$ cat config.mk
export PLATFORM = sky130hd
export DESIGN_NAME = pea_core_flat
export DESIGN_NICKNAME = d
export VERILOG_FILES = /design/src/rtl/pea_core_if.sv /design/src/rtl/pea_core.sv /design/src/flat_wrapper.sv
export SDC_FILE = /design/constraint.sdc
export NUM_CORES = 2
export LEC_CHECK = 0
export ABC_CLOCK_PERIOD_IN_PS = 22400
export CAP_MARGIN = 30
export CORE_UTILIZATION = 35
export CTS_BUF_LIST = sky130_fd_sc_hd__clkbuf_4
export CTS_CLUSTER_DIAMETER = 150
export DETAILED_ROUTE_END_ITERATION = 6
export PLACE_DENSITY = 0.56
export SETUP_SLACK_MARGIN = 0.02
export SLEW_MARGIN = 20
export SYNTH_ARGS = -nofsm -noshare
export SYNTH_HDL_FRONTEND = slang
export SYNTH_SLANG_ARGS = --single-unit
$ cat constraint.sdc
create_clock -name clk -period 22.4 [get_ports clk]
set_input_delay 4.48 -clock clk [delete_from_list [all_inputs] [get_ports clk]]
set_output_delay 4.48 -clock clk [all_outputs]
set_load 0.005 [all_outputs]
$ cat src/rtl/pea_core_if.sv
// Bundle of the PEA core's FIFO, scheduler and result-side signals.
interface pea_core_if #(
    parameter int unsigned WIDTH = 16,
    parameter int unsigned POP_W = 10
);
    logic [WIDTH-1:0] command_in;
    logic [WIDTH-1:0] data_in;
    logic             invoke;
    logic [1:0]       next_instr;
    logic [POP_W-1:0] data_pop;
    logic [POP_W-1:0] command_pop;
    logic             rd_in_command;
    logic             rd_in_data;
    logic             FC;
    logic             wr_out;
    logic [31:0]      data_out_result;
    logic [31:0]      data_out_status;
    logic [7:0]       instr;
    logic [4:0]       arg2;

    modport slave (
        input  command_in, data_in, invoke, next_instr, data_pop, command_pop,
        output rd_in_command, rd_in_data, FC, wr_out,
               data_out_result, data_out_status, instr, arg2
    );

    modport master (
        output command_in, data_in, invoke, next_instr, data_pop, command_pop,
        input  rd_in_command, rd_in_data, FC, wr_out,
               data_out_result, data_out_status, instr, arg2
    );
endinterface

$ cat src/rtl/pea_core.sv
// Command-driven polynomial engine: 8 coefficient slots, Horner evaluation.
module pea_core #(
    parameter int unsigned WIDTH = 16,
    parameter int unsigned POP_W = 10
) (
    input  logic      clk,
    input  logic      rst,
    pea_core_if.slave bus
);
    localparam int unsigned NSLOT = 8;
    localparam int unsigned NCOEF = 32;
    localparam int unsigned RES_W = 32;
    localparam int unsigned MAC_W = 38;

    localparam logic [7:0] OP_RST = 8'h00;
    localparam logic [7:0] OP_STP = 8'h01;
    localparam logic [7:0] OP_EVP = 8'h02;

    typedef enum logic [3:0] {
        S_IDLE, S_GC_RD, S_GC_CAP, S_STP_WAIT, S_STP_RD,
        S_STP_CAP, S_EV_LD, S_EV_ITER, S_DONE
    } state_e;

    state_e                   state_q, state_d;
    logic                     rd_cmd_q, rd_cmd_d;
    logic                     rd_dat_q, rd_dat_d;
    logic                     fc_q, fc_d;
    logic                     wr_q, wr_d;
    logic [RES_W-1:0]         res_q, res_d;
    logic [RES_W-1:0]         stat_q, stat_d;
    logic [7:0]               instr_q, instr_d;
    logic [4:0]               arg2_q, arg2_d;
    logic [2:0]               b_q, b_d;
    logic [NSLOT-1:0]         valid_q, valid_d;
    logic [4:0]               deg_q [NSLOT];
    logic [4:0]               deg_d [NSLOT];
    logic [4:0]               k_q, k_d;
    logic [4:0]               i_q, i_d;
    logic signed [RES_W-1:0]  acc_q, acc_d;
    logic                     ovf_q, ovf_d;

    logic signed [WIDTH-1:0]  coef_q [NSLOT][NCOEF];

    logic                     pop_ok_c;
    logic signed [WIDTH-1:0]  coef_top_c;
    logic signed [WIDTH-1:0]  coef_nxt_c;
    logic signed [MAC_W-1:0]  mac_wide_c;
    logic                     mac_ovf_c;

    // One Horner step acc*x + c at full precision; overflow when it leaves signed 32-bit.
    always_comb begin
        pop_ok_c   = (bus.data_pop != POP_W'(0));
        coef_top_c = coef_q[b_q][deg_q[b_q]];
        coef_nxt_c = coef_q[b_q][5'(i_q - 5'd1)];
        mac_wide_c = MAC_W'(acc_q) * $signed(MAC_W'(arg2_q)) + MAC_W'(coef_nxt_c);
        mac_ovf_c  = (mac_wide_c[MAC_W-1:RES_W-1] != {(MAC_W-RES_W+1){mac_wide_c[RES_W-1]}});
    end

    // Next-state and registered-output decode.
    always_comb begin
        state_d = state_q;
        instr_d = instr_q;
        arg2_d  = arg2_q;
        b_d     = b_q;
        valid_d = valid_q;
        deg_d   = deg_q;
        k_d     = k_q;
        i_d     = i_q;
        acc_d   = acc_q;
        ovf_d   = ovf_q;
        res_d   = res_q;
        stat_d  = stat_q;
        wr_d    = 1'b0;

        case (state_q)
            S_IDLE: begin
                if (bus.invoke) begin
                    case (bus.next_instr)
                        2'b00: state_d = S_GC_RD;
                        2'b01: begin
                            case (instr_q)
                                OP_RST: begin
                                    valid_d = '0;
                                    state_d = S_DONE;
                                end
                                OP_STP: begin
                                    k_d     = 5'd0;
                                    state_d = pop_ok_c ? S_STP_RD : S_STP_WAIT;
                                end
                                OP_EVP: begin
                                    if (valid_q[b_q]) begin
                                        state_d = S_EV_LD;
                                    end else begin
                                        res_d   = '0;
                                        stat_d  = RES_W'(1);
                                        wr_d    = 1'b1;
                                        state_d = S_DONE;
                                    end
                                end
                                default: begin
                                    res_d   = '0;
                                    stat_d  = RES_W'(2);
                                    wr_d    = 1'b1;
                                    state_d = S_DONE;
                                end
                            endcase
                        end
                        default: state_d = S_DONE;
                    endcase
                end
            end
            S_GC_RD:  state_d = S_GC_CAP;
            S_GC_CAP: begin
                instr_d = bus.command_in[15:8];
                b_d     = bus.command_in[7:5];
                arg2_d  = bus.command_in[4:0];
                state_d = S_DONE;
            end
            S_STP_WAIT: begin
                if (pop_ok_c) state_d = S_STP_RD;
            end
            S_STP_RD: state_d = S_STP_CAP;
            S_STP_CAP: begin
                if (k_q == arg2_q) begin
                    deg_d[b_q]   = arg2_q;
                    valid_d[b_q] = 1'b1;
                    state_d      = S_DONE;
                end else begin
                    k_d     = k_q + 5'd1;
                    state_d = pop_ok_c ? S_STP_RD : S_STP_WAIT;
                end
            end
            S_EV_LD: begin
                acc_d = RES_W'(coef_top_c);
                i_d   = deg_q[b_q];
                ovf_d = 1'b0;
                if (deg_q[b_q] == 5'd0) begin
                    res_d   = RES_W'(coef_top_c);
                    stat_d  = '0;
                    wr_d    = 1'b1;
                    state_d = S_DONE;
                end else begin
                    state_d = S_EV_ITER;
                end
            end
            S_EV_ITER: begin
                acc_d = mac_wide_c[RES_W-1:0];
                ovf_d = ovf_q | mac_ovf_c;
                i_d   = i_q - 5'd1;
                if (i_q == 5'd1) begin
                    res_d   = mac_wide_c[RES_W-1:0];
                    stat_d  = (ovf_q | mac_ovf_c) ? RES_W'(3) : RES_W'(0);
                    wr_d    = 1'b1;
                    state_d = S_DONE;
                end
            end
            S_DONE:  state_d = S_IDLE;
            default: state_d = S_IDLE;
        endcase

        rd_cmd_d = (state_d == S_GC_RD);
        rd_dat_d = (state_d == S_STP_RD);
        fc_d     = (state_d == S_DONE);
    end

    // State and control registers; reset aborts any firing in progress.
    always_ff @(posedge clk or posedge rst) begin
        if (rst) begin
            state_q  <= S_IDLE;
            rd_cmd_q <= 1'b0;
            rd_dat_q <= 1'b0;
            fc_q     <= 1'b0;
            wr_q     <= 1'b0;
            res_q    <= '0;
            stat_q   <= '0;
            instr_q  <= '0;
            arg2_q   <= '0;
            b_q      <= '0;
            valid_q  <= '0;
            deg_q    <= '{default: '0};
            k_q      <= '0;
            i_q      <= '0;
            acc_q    <= '0;
            ovf_q    <= 1'b0;
        end else begin
            state_q  <= state_d;
            rd_cmd_q <= rd_cmd_d;
            rd_dat_q <= rd_dat_d;
            fc_q     <= fc_d;
            wr_q     <= wr_d;
            res_q    <= res_d;
            stat_q   <= stat_d;
            instr_q  <= instr_d;
            arg2_q   <= arg2_d;
            b_q      <= b_d;
            valid_q  <= valid_d;
            deg_q    <= deg_d;
            k_q      <= k_d;
            i_q      <= i_d;
            acc_q    <= acc_d;
            ovf_q    <= ovf_d;
        end
    end

    // Coefficient RAM write; contents need no reset since valid flags gate use.
    always_ff @(posedge clk) begin
        if (state_q == S_STP_CAP) coef_q[b_q][k_q] <= bus.data_in;
    end

    assign bus.rd_in_command   = rd_cmd_q;
    assign bus.rd_in_data      = rd_dat_q;
    assign bus.FC              = fc_q;
    assign bus.wr_out          = wr_q;
    assign bus.data_out_result = res_q;
    assign bus.data_out_status = stat_q;
    assign bus.instr           = instr_q;
    assign bus.arg2            = arg2_q;
endmodule

$ cat src/flat_wrapper.sv
// flat-port wrapper written by rule: the top's interface ports become plain ports
module pea_core_flat 
#(
    parameter int unsigned WIDTH = 16,
    parameter int unsigned POP_W = 10
)
  (clk, rst, bus_command_in, bus_data_in, bus_invoke, bus_next_instr, bus_data_pop, bus_command_pop, bus_rd_in_command, bus_rd_in_data, bus_FC, bus_wr_out, bus_data_out_result, bus_data_out_status, bus_instr, bus_arg2);
  pea_core_if #(.WIDTH(WIDTH), .POP_W(POP_W)) bus_i ();
  input  logic clk;
  input  logic rst;
  input wire logic [$bits(bus_i.command_in)-1:0] bus_command_in;
  input wire logic [$bits(bus_i.data_in)-1:0] bus_data_in;
  input wire logic [$bits(bus_i.invoke)-1:0] bus_invoke;
  input wire logic [$bits(bus_i.next_instr)-1:0] bus_next_instr;
  input wire logic [$bits(bus_i.data_pop)-1:0] bus_data_pop;
  input wire logic [$bits(bus_i.command_pop)-1:0] bus_command_pop;
  output wire logic [$bits(bus_i.rd_in_command)-1:0] bus_rd_in_command;
  output wire logic [$bits(bus_i.rd_in_data)-1:0] bus_rd_in_data;
  output wire logic [$bits(bus_i.FC)-1:0] bus_FC;
  output wire logic [$bits(bus_i.wr_out)-1:0] bus_wr_out;
  output wire logic [$bits(bus_i.data_out_result)-1:0] bus_data_out_result;
  output wire logic [$bits(bus_i.data_out_status)-1:0] bus_data_out_status;
  output wire logic [$bits(bus_i.instr)-1:0] bus_instr;
  output wire logic [$bits(bus_i.arg2)-1:0] bus_arg2;
  assign bus_i.command_in = bus_command_in;
  assign bus_i.data_in = bus_data_in;
  assign bus_i.invoke = bus_invoke;
  assign bus_i.next_instr = bus_next_instr;
  assign bus_i.data_pop = bus_data_pop;
  assign bus_i.command_pop = bus_command_pop;
  assign bus_rd_in_command = bus_i.rd_in_command;
  assign bus_rd_in_data = bus_i.rd_in_data;
  assign bus_FC = bus_i.FC;
  assign bus_wr_out = bus_i.wr_out;
  assign bus_data_out_result = bus_i.data_out_result;
  assign bus_data_out_status = bus_i.data_out_status;
  assign bus_instr = bus_i.instr;
  assign bus_arg2 = bus_i.arg2;
  pea_core #(.WIDTH(WIDTH), .POP_W(POP_W)) u_core (.clk(clk), .rst(rst), .bus(bus_i));
endmodule
After elaboration in Yosys (flattened, before gate mapping):

Memory sizes are Yosys's and may differ from the RTL's.
Index checks and enable logic that the tools add are counted.

* memory bits (writable): 4096
* memories: 1
* input bits: 57
* flip-flop bits (word level): 179

* bitwise gates (word level): 6
* $add $sub $neg: 3
* multipliers: 1
* muxes and demuxes: 65
* equal/unequal tests: 26
* reduce and logical (&&, ||, !) cells: 16
* $lt $le $gt $ge: 8

Memories
* u_core.coef_q: words 8, bits a word 512, read ports 1, clocked after Yosys merged registers in 0, write ports 1, line pea_core.sv:42 `logic signed [WIDTH-1:0] coef_q [NSLOT][NCOEF];`

Operators with widths (count)
* $mux 512: 1
* $mux 32: 10
* $pmux 32 s2: 3
* $pmux 32 s3: 2
* $bmux 16 s5: 2
* $demux 16 s5: 1
* $mux 16: 5
* $bwmux 40: 1
* $add 38x16->38: 1
* $mul 32x6->38: 1
* $mux 5: 7
* $mux 8: 4
* $pmux 4 s8: 1
* $mux 4: 6
* $eq 4x3->1 const B: 5
* $pmux 5 s2: 2
* $ge 6x6->1 const B: 3
* $not 5->6: 3
* $pmux 4 s2: 2
* $pmux 8 s2: 1
* $bmux 5 s3: 1
* $demux 5 s3: 1
* $ne 2x2->1 const B: 6
* $reduce_and 5->1: 2
* other kinds (39): 54

Depth between registers and ports, before layout:

* word-level depth: 11
* depth in mapped cells: 33
* mapped depth without buffers: 25

Worst setup path before layout:

Ideal clock, no wire load.

* path type: register to register
* start point: reg u_core.i_q[0]
* end point: reg u_core.stat_q[0] (netlist: u_core.bus.data_out_status[0])
* data arrival time: 7.629 ns
* required time: 22.335 ns
* path slack: 14.706 ns
* path buffers: 7
* stages on the path, launching flop included: 29
* cell sequence: dfrtp_1 clkinv_1 clkbuf_1 buf_1 clkbuf_1 ha_1 clkbuf_1 inv_1 clkbuf_1 clkbuf_1 clkbuf_1 nor4_1 a211oi_1 a21oi_1 mux4_2 a21oi_1 fa_1 ha_1 a21o_1 a221oi_1 o21ai_0 o2111ai_1 o31a_1 nand3b_1 a31oi_1 xnor3_1 a21o_1 a31oi_1 o22a_1

* cells in the longest elaborated chain, start to end: 11

Ends and longest elaborated chain
* start: declaration: line pea_core.sv:38 `logic [4:0] i_q, i_d;`
* start signal: assignment: line pea_core.sv:199 `i_q <= i_d;`
* $sub 5x1->5: line pea_core.sv:54 `coef_nxt_c = coef_q[b_q][5'(i_q - 5'd1)];`
* $not 5->6 (not written as such): line pea_core.sv:54
* $bmux 16 s5: line pea_core.sv:54
* $mux 16 (not written as such) (2 in series): line pea_core.sv:54
* $add 38x16->38: line pea_core.sv:55 `mac_wide_c = MAC_W'(acc_q) * $signed(MAC_W'(arg2_q)) + MAC_W'(coef_nxt_c);`
* $ne 6x6->1: line pea_core.sv:56 `mac_ovf_c = (mac_wide_c[MAC_W-1:RES_W-1] != {(MAC_W-RES_W+1){mac_wide_c[RES_W-1]}});`
* $or 1x1->1: line pea_core.sv:152 `stat_d = (ovf_q | mac_ovf_c) ? RES_W'(3) : RES_W'(0);`
* $mux 2: line pea_core.sv:152
* $mux 32: line pea_core.sv:150 `if (i_q == 5'd1) begin`
* $pmux 32 s3: line pea_core.sv:75 `case (state_q)`
* end signal: assignment: line pea_core.sv:192 `stat_q <= stat_d;`
* end: declaration: line pea_core.sv:30 `logic [RES_W-1:0] stat_q, stat_d;`

Several ways; a longest one is shown, not always the timed one. The select of a mux whose other input is x is not followed.
A chain may end at the register's enable or synchronous reset.

Final worst setup path:

* start point: reg u_core.b_q[2]
* end point: reg u_core.stat_q[0] (netlist: u_core.bus.data_out_status[0])

* cells in the longest elaborated chain, start to end: 10

Ends and longest elaborated chain
* start: declaration: line pea_core.sv:33 `logic [2:0] b_q, b_d;`
* start signal: assignment: line pea_core.sv:178 `b_q <= '0;`
* start signal: assignment: line pea_core.sv:195 `b_q <= b_d;`
* $mem_v2 8x512
* $bmux 16 s5: line pea_core.sv:54
* $mux 16 (not written as such) (2 in series): line pea_core.sv:54
* $add 38x16->38: line pea_core.sv:55
* $ne 6x6->1: line pea_core.sv:56
* $or 1x1->1: line pea_core.sv:152
* $mux 2: line pea_core.sv:152
* $mux 32: line pea_core.sv:150
* $pmux 32 s3: line pea_core.sv:75

Several ways; a longest one is shown, not always the timed one. The select of a mux whose other input is x is not followed.

==> summary.txt <==
Status
  – Status: finished with violations
  – Failing checks: DRC

Timing
  – Fin Setup TNS: 0 ps
  – Final setup viols: 0
  – Count of final max-slew check failures: 0
  – Max-slew headroom: 0.151
  – Setup Skew: 101 ps
  – Final hold slack: 479 ps
  – Post-route setup slack: 11,440 ps
  – RSZ-0062 raised after global routing: no
  – F_max: 91.2 MHz
  – Slew @ Worst Pin: 1270 ps
  – Final hold viol count: 0
  – Min Tclk post-route: 10,960 ps
  – Period utilization: 0.489

Drt
  – Vias: 114,067
  – Routed vias/inst: 5.92
  – WL per Instance: 32.6 µm
  – Routed Antenna Nets: 0
  – DRC: 17
  – First drt pass iteration count: 7
  – Final wirelength: 629,000 µm
  – Initial DRC count: 17,049

Floorplan
  – Die X: 710 µm
  – Cell row count: 259
  – Area of the die: 0.504 mm²
  – Die height: 710 µm
  – I/O Pins: 138
  – Initial Util: 0.352
  – Core ar.: 0.498 mm²

Cells and area
  – Nets@finish: 12,173
  – # fillers: 45,852
  – Layout cell share with drive strength beyond 1: 0.238
  – Design area: 0.200 mm²
  – Area growth syn-to-layout: 13.9%

Placement
  – IO Port Bufs: 97
  – HPWL after DPL: 361,000 µm
  – GPL Wtd Cong: 0.921
  – Setup slack at placement: 11,620 ps
  – Post-Place Cell Area: 0.186 mm²

Power
  – VDD IR-drop max: 0.290 mV
  – Net Sw Frac: 0.453
  – NetSw: 15,200 µW
  – Seq pwr share: 0.266
  – Combinational power share: 0.540
  – Internal power: 18,300 µW
  – Clock Power Share: 0.195
  – Leak: 0.0663 µW
  – Power per cell area: 168 mW/mm²
  – Final Power: 33,600 µW

CTS
  – Post-CTS Hold Buffers: 0
  – Worst skew pair latency: 1780 ps
  – TritonCTS Buffers: 1,147
  – CTS Buffer Depth: 5
  – Clock root cell: clkbuf_4
  – Num Clock Sinks: 4,245
  – CTS H-tree depth: 7
  – # Post-CTS Setup Buffers: 0
  – Clock slew at reported path FFs: 60 ps
  – Resize count post-CTS: 0
  – TritonCTS clock tree: yes

Critical path
  – Critical Path AT: 12,670 ps
  – CP max stage delay: 800 ps
  – Slowest CP cell: dfrtp_4
  – Crit end category: flip-flop
  – Crit Path Max Fanout: 108
  – Critical Path RT: 24,110 ps
  – Startpoint class of the critical path: flip-flop
  – Crit Path Class: reg2reg

Synth
  – Netlist cell types: 87
  – Synth cell count leaders: 4,096 x edfxtp_1, 836 x nor2_1, 564 x nand2_1
  – Yosys reg bits: 4,245
  – Seq/Total Area, Yosys: 0.722
  – Mapped Avg Cell Area: 16.2 µm²
  – Synth area leaders: edfxtp_1 70%, mux4_2 3.1%, mux2_2 2.6%
  – Post-synth ARST share: 0.0351
  – Yosys top cell by area: edfxtp_1
  – Primary FF master, synth: edfxtp_1
  – Post-Synthesis Cells: 10,854
  – Ys Warns: 0
  – Post-synth EDFFs: 4,096
  – Most common cell in the synthesized netlist: edfxtp_1
  – Syn Std Cell Area: 0.175 mm²
  – Yosys top cell area share: 0.701

Global routing
  – Largest net degree at the start of global routing: 161
  – Initial antenna violation count: 39
  – First-pass GRT wire length: 865,000 µm
  – Vias in the first global route: 111,802
  – Final global-route overflow total: 0
  – Gr usage total: 0.245

Job
  – Max Cap Viol: 0

Min path
  – HP Class: reg2reg
## cell families after synthesis
| family | count (synthesis) | synth area share |
|---|---|---|
| flops | 4245 | 0.722 |
| compound gates | 2413 | 0.103 |
| simple gates | 1948 | 0.0487 |
| mux | 1000 | 0.0771 |
| buf+inv | 981 | 0.0254 |
| fa+ha+maj | 215 | 0.0209 |
| xor+xnor | 51 | 0.00263 |
| other cells | 1 | 0.0000214 |
## cell usage in the layout, fill, tap and decap left out, types with 37 or more instances in the layout
cell / n
nor2_1: 811
ha_1: 84
clkinv_1: 181
a211oi_1: 59
clkdlybuf4s50_1: 81
mux4_2: 240
a222oi_1: 39
mux2_2: 399
o21ai_0: 241
o211ai_1: 88
o22ai_1: 48
a22oi_1: 517
edfxtp_1: 4096
nand2_1: 555
nor3_1: 86
a221o_1: 102
mux2i_1: 357
a22o_1: 93
nand3_1: 100
o221ai_1: 44
dfrtp_1: 145
fa_1: 130
inv_1: 174
diode_2: 37
buf_4: 491
clkbuf_4: 1586
a221oi_1: 493
a21oi_1: 349
and2_1: 172
a311oi_1: 40
## power groups by stage
| stage | combinational (µW) | sequential [µW] | clock, µW |
|---|---|---|---|
| 6_report | 18100 | 8920 | 6530 |
| 5_1_grt | 19100 | 8930 | 7030 |
| 3_3_place_gp | 17500 | 9080 | 0 |
| 3_5_place_dp | 17600 | 9090 | 0 |
| 2_1_floorplan | 10900 | 9020 | 0 |
| 4_1_cts | 17700 | 8920 | 6620 |
## state kept, by name (all words and copies together) (netlist names)
| signal | count |
|---|---|
| u_core.state_q | 4 |
| u_core.i_q | 5 |
| u_core.bus.wr_out | 1 |
| u_core.bus.arg2 | 5 |
| u_core.b_q | 3 |
| u_core.bus.rd_in_data | 1 |
| u_core.deg_q | 40 |
| u_core.bus.instr | 8 |
| u_core.bus.FC | 1 |
| u_core.k_q | 5 |
| u_core.acc_q | 32 |
| u_core.valid_q | 8 |
| u_core.coef_q | 4096 |
| u_core.ovf_q | 1 |
| u_core.bus.data_out_result | 32 |
| u_core.bus.rd_in_command | 1 |
| u_core.bus.data_out_status | 2 |
## worst paths after layout
kind	startpoint	endpoint	slack (ps)	cells past startpoint
worst max-delay path	u_core.b_q[2]$_DFFE_PP0P_	u_core.bus.data_out_status[0]$_DFFE_PP0P_	11440	25
worst min-delay path	u_core.bus.data_out_result[6]$_DFFE_PP0P_	u_core.bus.data_out_result[6]$_DFFE_PP0P_	480	1
worst max register to register	u_core.b_q[2]$_DFFE_PP0P_	u_core.bus.data_out_status[0]$_DFFE_PP0P_	11440	25
worst min register to register	u_core.bus.data_out_result[6]$_DFFE_PP0P_	u_core.bus.data_out_result[6]$_DFFE_PP0P_	480	1
max in group asynchronous	rst	u_core.b_q[2]$_DFFE_PP0P_	18190	3
min in group asynchronous	rst	u_core.deg_q[5]$_DFFE_PP0P_	3060	2
## stage by stage
stage,cells,utilization
6_report,19273,0.401
4_1_cts,19208,0.400
5_1_grt,19255,0.401
3_5_place_dp,17379,0.373
2_1_floorplan,10883,-
3_3_place_gp,17339,0.373
## per-layer routing
metal	share of wire	global-route usage
met1	0.38	0.319
met2	0.45	0.367
met3	0.12	0.0781
met4	0.049	0.124
met5	0.00013	0
## final cells by class
class / count / area [µm²] / share of cell area
diodes: 37 / 92.6 / 0.000464
clock buffers: 1579 / 11900 / 0.0593
clock inverters: 250 / 1350 / 0.00675
inverters: 181 / 708 / 0.00355
multi-input cells: 5657 / 44800 / 0.224
flip-flops and latches: 4245 / 127000 / 0.635
well taps: 6655 / 8330 / 0.0417
repair buffers: 669 / 5880 / 0.0294
## critical path: cells and delay by family (launching register included)
family / cells / cell delay (ps)
buffers and inverters: 4 / 2490
adders and majority gates: 2 / 920
and+or+nand+nor: 5 / 1340
DFF: 1 / 800
muxes: 2 / 1130
xor gates and xnor gates: 1 / 270
AOI/OAI and AO/OA: 11 / 3620
No activity file was read; power rests on OpenSTA's default activity.
